## src/rtl/sat_shift.sv

```systemverilog
// Arithmetic right shift followed by two's-complement saturation.
// Purely combinational; floor rounding comes from the arithmetic shift.
module sat_shift #(
  parameter int unsigned IN_W  = 32,
  parameter int unsigned OUT_W = 16,
  parameter int unsigned SH_W  = 5
) (
  input  logic signed [IN_W-1:0]  in_i,
  input  logic        [SH_W-1:0]  shift_i,
  output logic signed [OUT_W-1:0] out_o
);

  localparam logic signed [OUT_W-1:0] SAT_MAX = {1'b0, {(OUT_W-1){1'b1}}};
  localparam logic signed [OUT_W-1:0] SAT_MIN = {1'b1, {(OUT_W-1){1'b0}}};

  logic signed [IN_W-1:0] shifted;

  // Shift, then clamp when the bits above the output sign are not a pure sign extension.
  always_comb begin
    shifted = in_i >>> shift_i;
    if ((shifted[IN_W-1:OUT_W-1] == '0) || (shifted[IN_W-1:OUT_W-1] == '1)) begin
      out_o = shifted[OUT_W-1:0];
    end else if (shifted[IN_W-1]) begin
      out_o = SAT_MIN;
    end else begin
      out_o = SAT_MAX;
    end
  end

endmodule

```

## src/rtl/axis_boxcar_decimator.sv

```systemverilog
// Accumulate-and-dump decimator: sums N samples, shifts right by S, saturates,
// and emits one sample per N accepted inputs on a registered AXI-Stream output.
module axis_boxcar_decimator #(
  parameter int unsigned AXIS_TDATA_WIDTH = 16,
  parameter int unsigned CNTR_WIDTH       = 16
) (
  input  logic                        aclk,
  input  logic                        aresetn,
  input  logic [CNTR_WIDTH+4:0]       cfg_data,
  input  logic [AXIS_TDATA_WIDTH-1:0] s_axis_tdata,
  input  logic                        s_axis_tvalid,
  output logic                        s_axis_tready,
  output logic [AXIS_TDATA_WIDTH-1:0] m_axis_tdata,
  output logic                        m_axis_tvalid,
  input  logic                        m_axis_tready
);

  localparam int unsigned ACC_W = AXIS_TDATA_WIDTH + CNTR_WIDTH;

  logic signed [ACC_W-1:0]            acc_q, acc_d;
  logic        [CNTR_WIDTH-1:0]       cnt_q, cnt_d;
  logic        [CNTR_WIDTH-1:0]       n_q;
  logic        [4:0]                  s_q;
  logic        [AXIS_TDATA_WIDTH-1:0] tdata_q;
  logic                               tvalid_q;

  logic                               accept;
  logic                               block_start;
  logic                               block_end;
  logic        [CNTR_WIDTH-1:0]       cfg_n_eff;
  logic        [4:0]                  cfg_s;
  logic        [CNTR_WIDTH-1:0]       n_cur;
  logic        [4:0]                  s_cur;
  logic signed [ACC_W-1:0]            sample_ext;
  logic signed [AXIS_TDATA_WIDTH-1:0] scaled;

  // Handshake, block boundary detection and next accumulator/counter values.
  // On a block-start accept the freshly latched N and S are used directly,
  // so N=1 closes the block on its first sample.
  always_comb begin
    s_axis_tready = ~tvalid_q | m_axis_tready;
    accept        = s_axis_tvalid & s_axis_tready;
    block_start   = (cnt_q == '0);
    cfg_n_eff     = (cfg_data[CNTR_WIDTH-1:0] == '0) ? CNTR_WIDTH'(1) : cfg_data[CNTR_WIDTH-1:0];
    cfg_s         = cfg_data[CNTR_WIDTH+4:CNTR_WIDTH];
    n_cur         = block_start ? cfg_n_eff : n_q;
    s_cur         = block_start ? cfg_s : s_q;
    sample_ext    = ACC_W'($signed(s_axis_tdata));
    acc_d         = block_start ? sample_ext : (acc_q + sample_ext);
    cnt_d         = cnt_q + CNTR_WIDTH'(1);
    block_end     = accept && (cnt_d == n_cur);
  end

  sat_shift #(
    .IN_W  (ACC_W),
    .OUT_W (AXIS_TDATA_WIDTH),
    .SH_W  (5)
  ) u_sat_shift (
    .in_i    (acc_d),
    .shift_i (s_cur),
    .out_o   (scaled)
  );

  // Accumulator, sample counter, latched config and registered output stage.
  always_ff @(posedge aclk or negedge aresetn) begin
    if (!aresetn) begin
      acc_q    <= '0;
      cnt_q    <= '0;
      n_q      <= CNTR_WIDTH'(1);
      s_q      <= '0;
      tdata_q  <= '0;
      tvalid_q <= 1'b0;
    end else begin
      if (accept) begin
        acc_q <= acc_d;
        if (block_start) begin
          n_q <= cfg_n_eff;
          s_q <= cfg_s;
        end
        cnt_q <= block_end ? '0 : cnt_d;
      end
      if (block_end) begin
        tdata_q  <= scaled;
        tvalid_q <= 1'b1;
      end else if (tvalid_q && m_axis_tready) begin
        tvalid_q <= 1'b0;
      end
    end
  end

  always_comb begin
    m_axis_tdata  = tdata_q;
    m_axis_tvalid = tvalid_q;
  end

endmodule
```

## config.mk

```make
export PLATFORM = sky130hd
export DESIGN_NAME = axis_boxcar_decimator
export DESIGN_NICKNAME = d
export VERILOG_FILES = /design/src/rtl/sat_shift.sv /design/src/rtl/axis_boxcar_decimator.sv
export SDC_FILE = /design/constraint.sdc
export NUM_CORES = 1
export LEC_CHECK = 0
export CORE_MARGIN = 2
export CORE_UTILIZATION = 59
export CTS_BUF_LIST = sky130_fd_sc_hd__clkbuf_8
export CTS_CLUSTER_SIZE = 25
export DETAILED_ROUTE_END_ITERATION = 10
export GPL_TIMING_DRIVEN = 0
export PLACE_DENSITY = 0.8
export SYNTH_ARGS = -nofsm -noshare
export SYNTH_HDL_FRONTEND = slang
export SYNTH_HIERARCHICAL = 1
export SYNTH_SLANG_ARGS = --single-unit
```

## constraint.sdc

```tcl
create_clock -name aclk -period 5.17 [get_ports aclk]
set_clock_uncertainty 0.05 [all_clocks]
set_input_delay 0.517 -clock aclk [delete_from_list [all_inputs] [get_ports aclk]]
set_output_delay 0.517 -clock aclk [all_outputs]
set_load 0.01 [all_outputs]
```

==> results_dict.tcl <==
set metrics [dict create \
    slew-limit-headroom 0.5132 \
    final_cell_mix "130 x nand2_1, 85 x dfrtp_1, 79 x nor2_1" \
    drtAntennaViolNets 0 \
    core_area_um2 13770 \
    numCtsBuffers 9 \
    hold_viol 0 \
    crit_type "input port to flop" \
    power_mw 6.648 \
    setup_viol_count_final 0 \
    h-tree-depth 3 \
    netlist_area_um2 8258 \
    placedInstanceArea_um2 9089 \
    worstMarginPinSlew_ps 722.5 \
    drv_cap 0 \
    root_buffer "clkbuf_8" \
    rr_worst_depth 18 \
    crit_chain "clkdlybuf4s50_1 > ha_1 > nand3_1 > nor4b_4 > o21ai_0 > a21boi_2 > o2111ai_1 > a211o_1 > nand3_1 > mux2i_1 > mux4_2 > mux2i_4 > nand4_1 > o41ai_4 > buf_4 > o211ai_1 > a2bb2oi_1 > mux2_4" \
    p_leak_nw 4.254 \
    fmax_ghz 0.1981 \
    grt-ovfl-total 0 \
    cp.buffers_inverters 2 \
    fillCellCount 1070 \
    irDropWorstVdd_uv 353.9 \
    cp.depth 18 \
    start_util 0.5996 \
    grt_usage 0.3230 \
    final_common_cell "nand2_1" \
    whs_ps 418.0 \
    crit_path_top_delay_cell "mux4_2" \
    final_area_um2 9777 \
    cpPeakStageDelay_ps 530 \
    finalCritPeriodShare 0.9764 \
    final_nets 1104 \
    synth-warning-count 6 \
    ys_async_sr_fraction 1.000 \
    setup_ws_ps 122.1 \
    syn_nets 1019 \
    drive_gt1_frac 0.1992 \
    grt_pass1_wl_um 37940 \
    drt_iter0_drc 826 \
    routedWlPerCell_um 19.79 \
    clk_path_buf_depth 2 \
    first_pass_iters 6 \
    drc_errors 0 \
    startpoint_type "input port" \
    synth_edf_count 0 \
    area_growth_pct 18.39 \
    intPower_mw 3.271 \
    gp_congestion 0.9848 \
    cp_top_family "compound AO/OA/AOI/OAI gates" \
    crit_required_ps 5440 \
    min_path_type "flop to flop" \
    die_area_um2 14960 \
    synth_ff_type "dfrtp_1" \
    antenna_found_initial 0 \
    avgSynthCellArea_um2 8.748 \
    row_count 43 \
    ys_ff_latch 86 \
    wl_um 24030 \
    status "completed" \
    insertion_delay_ps 380 \
    p_sw_mw 3.377 \
    switching_share 0.5079 \
    die_h_um 122.3 \
    portBuffers 58 \
    n_antenna_cell 0 \
    hpwl_um 17530 \
    worstSetupEndpointType "flop" \
    syn_inst 944 \
    pre_cts_ws_ps -1943 \
    place_inst 1183 \
    drv_slew 0 \
    power.density_nw_per_um2 680.0 \
    cts_sinks 86 \
    worst-endpoint-arrival_ps 5310 \
    fp.dieW_um 122.3 \
    grt_pass1_vias 7442 \
    clkPwrFrac 0.081 \
    r2r_end "m_axis_tdata[8]" \
    critPathMaxFanout 6 \
    power_frac_seq 0.145 \
    cts_tree "yes" \
    ys_seq_area_frac 0.2608 \
    startpoint "s_axis_tdata[7]" \
    yosysUniqueCellTypes 77 \
    fin_crit_ps 5048 \
    clk_pin_slew_ps 90 \
    via_count 7979 \
    ioPinCount 59 \
    layout.cells.non_filler 1214 \
    r2r_start "acc_q[16]" \
    crit_path_end "m_axis_tdata[8]" \
    via_per_inst 6.572 \
    power_frac_comb 0.773 \
    grt_max_degree 67 \
    rrSetupSlack_ps 240 \
    crit_top_cell "nand3_1" \
]
-- how the worst min path moves through the flow --
stage / endpoint / cells past startpoint / start
floorplan: acc_q[0] / 0 / aresetn
global route: n_q[0] / 2 / n_q[0]
detailed placement: m_axis_tdata[9] / 1 / aresetn
global placement: n_q[0] / 2 / n_q[0]
finish: n_q[0] / 2 / n_q[0]
CTS: n_q[0] / 2 / n_q[0]
-- logic make-up after synthesis --
group,after synthesis,synth area share
DFF,86,0.2608
and+or+nand+nor,317,0.1785
muxes,137,0.2177
AOI/OAI and AO/OA,233,0.1876
adders and majority gates,34,0.05242
buffers and inverters,82,0.04470
xor gates and xnor gates,55,0.05833
-- power groups by stage --
stage | registers (mW) | logic [mW] | clock network [mW]
3_3_place_gp | 0.965 | 4.23 | 0
4_1_cts | 0.958 | 4.47 | 0.546
2_1_floorplan | 0.936 | 3.26 | 0
5_1_grt | 0.986 | 5.50 | 0.570
6_report | 0.967 | 5.14 | 0.540
3_5_place_dp | 0.972 | 4.29 | 0
-- state kept, by name, indices dropped and copies added (netlist names) --
register	flops
m_axis_tvalid	1
acc_q	32
s_q	5
m_axis_tdata	16
cnt_q	16
n_q	16
-- final cells by class --
type,count,area [µm²],share of cell area
clock buffers,9,123.9,0.01267
well taps,180,225.2,0.02304
flip-flops and latches,86,2153,0.2202
repair buffers,78,755.7,0.07730
plain buffers,58,296.5,0.03033
clock inverters,7,90.09,0.009214
multi-input cells,777,6061,0.6199
inverters,19,71.32,0.007295
-- cell usage after synthesis, types with 3 or more instances --
| master | n | area, µm² |
|---|---|---|
| nand2_1 | 134 | 503.0 |
| and3_1 | 6 | 37.54 |
| ha_1 | 33 | 412.9 |
| nor4_1 | 6 | 37.54 |
| a22o_1 | 9 | 78.83 |
| nand2b_1 | 3 | 18.77 |
| xor2_1 | 20 | 175.2 |
| or2_2 | 6 | 37.54 |
| xnor2_1 | 35 | 306.5 |
| buf_4 | 4 | 30.03 |
| nand3_1 | 26 | 130.1 |
| mux2i_1 | 54 | 540.5 |
| buf_1 | 6 | 22.52 |
| o21ai_0 | 55 | 275.3 |
| mux2_2 | 45 | 506.7 |
| o21bai_1 | 4 | 30.03 |
| a211oi_1 | 11 | 82.58 |
| o22ai_1 | 5 | 31.28 |
| and2_1 | 5 | 31.28 |
| nor2b_1 | 4 | 25.02 |
| a221oi_1 | 6 | 52.55 |
| nor2_1 | 80 | 300.3 |
| clkbuf_1 | 39 | 146.4 |
| a31oi_1 | 18 | 112.6 |
| a211o_1 | 3 | 26.28 |
| buf_2 | 9 | 45.04 |
| buf_6 | 3 | 33.78 |
| o2111ai_1 | 4 | 35.03 |
| o211ai_1 | 16 | 120.1 |
| nor3_1 | 19 | 95.09 |
| a21oi_1 | 51 | 255.2 |
| a21o_1 | 22 | 165.2 |
| nand4_1 | 10 | 62.56 |
| inv_1 | 15 | 56.30 |
| mux4_2 | 24 | 540.5 |
| mux2_4 | 14 | 210.2 |
| dfrtp_1 | 85 | 2127 |
| a2bb2oi_1 | 5 | 43.79 |
-- routing by layer --
metal	global-route usage	vias to the layer above	part of all wire
met2	0.5021	441	0.46
li1	-	3659	-
met5	0	-	0
met1	0.4631	3799	0.42
met3	0.04136	80	0.080
met4	0.1185	0	0.034
-- worst register-to-register path: stages, from the launching register on --
cell       delay [ps]
dfrtp_1           420
ha_1              380
and3_1            270
nand4_1           140
nor3_1            300
o21ai_0           210
a21boi_2          240
o2111ai_1         170
a211o_1           290
nand3_1           230
mux2i_1           160
mux4_2            530
mux2i_4           220
nand4_1           190
o41ai_4           420
buf_4             210
o211ai_1          110
a2bb2oi_1         170
mux2_4            160
-- what timing repair did --
action | 4_1_cts | 5_1_grt
pin swaps | 8 | 20
setup endpoints to repair | 15 | 15
buffers inserted | 6 | 12
hold buffers | 1 | 0
cloned | 0 | 1
gates resized for setup | 38 | 67
hold endpoints to repair | 20 | 0
-- per-stage QoR --
step           utilization  setup TNS [ps]
2_1_floorplan            -               0
3_3_place_gp        0.6581          -27590
3_5_place_dp        0.6599          -28660
4_1_cts             0.6857          -11.04
5_1_grt             0.7098          -176.3
6_report            0.7098               0
(Power assumes the default switching activity.)
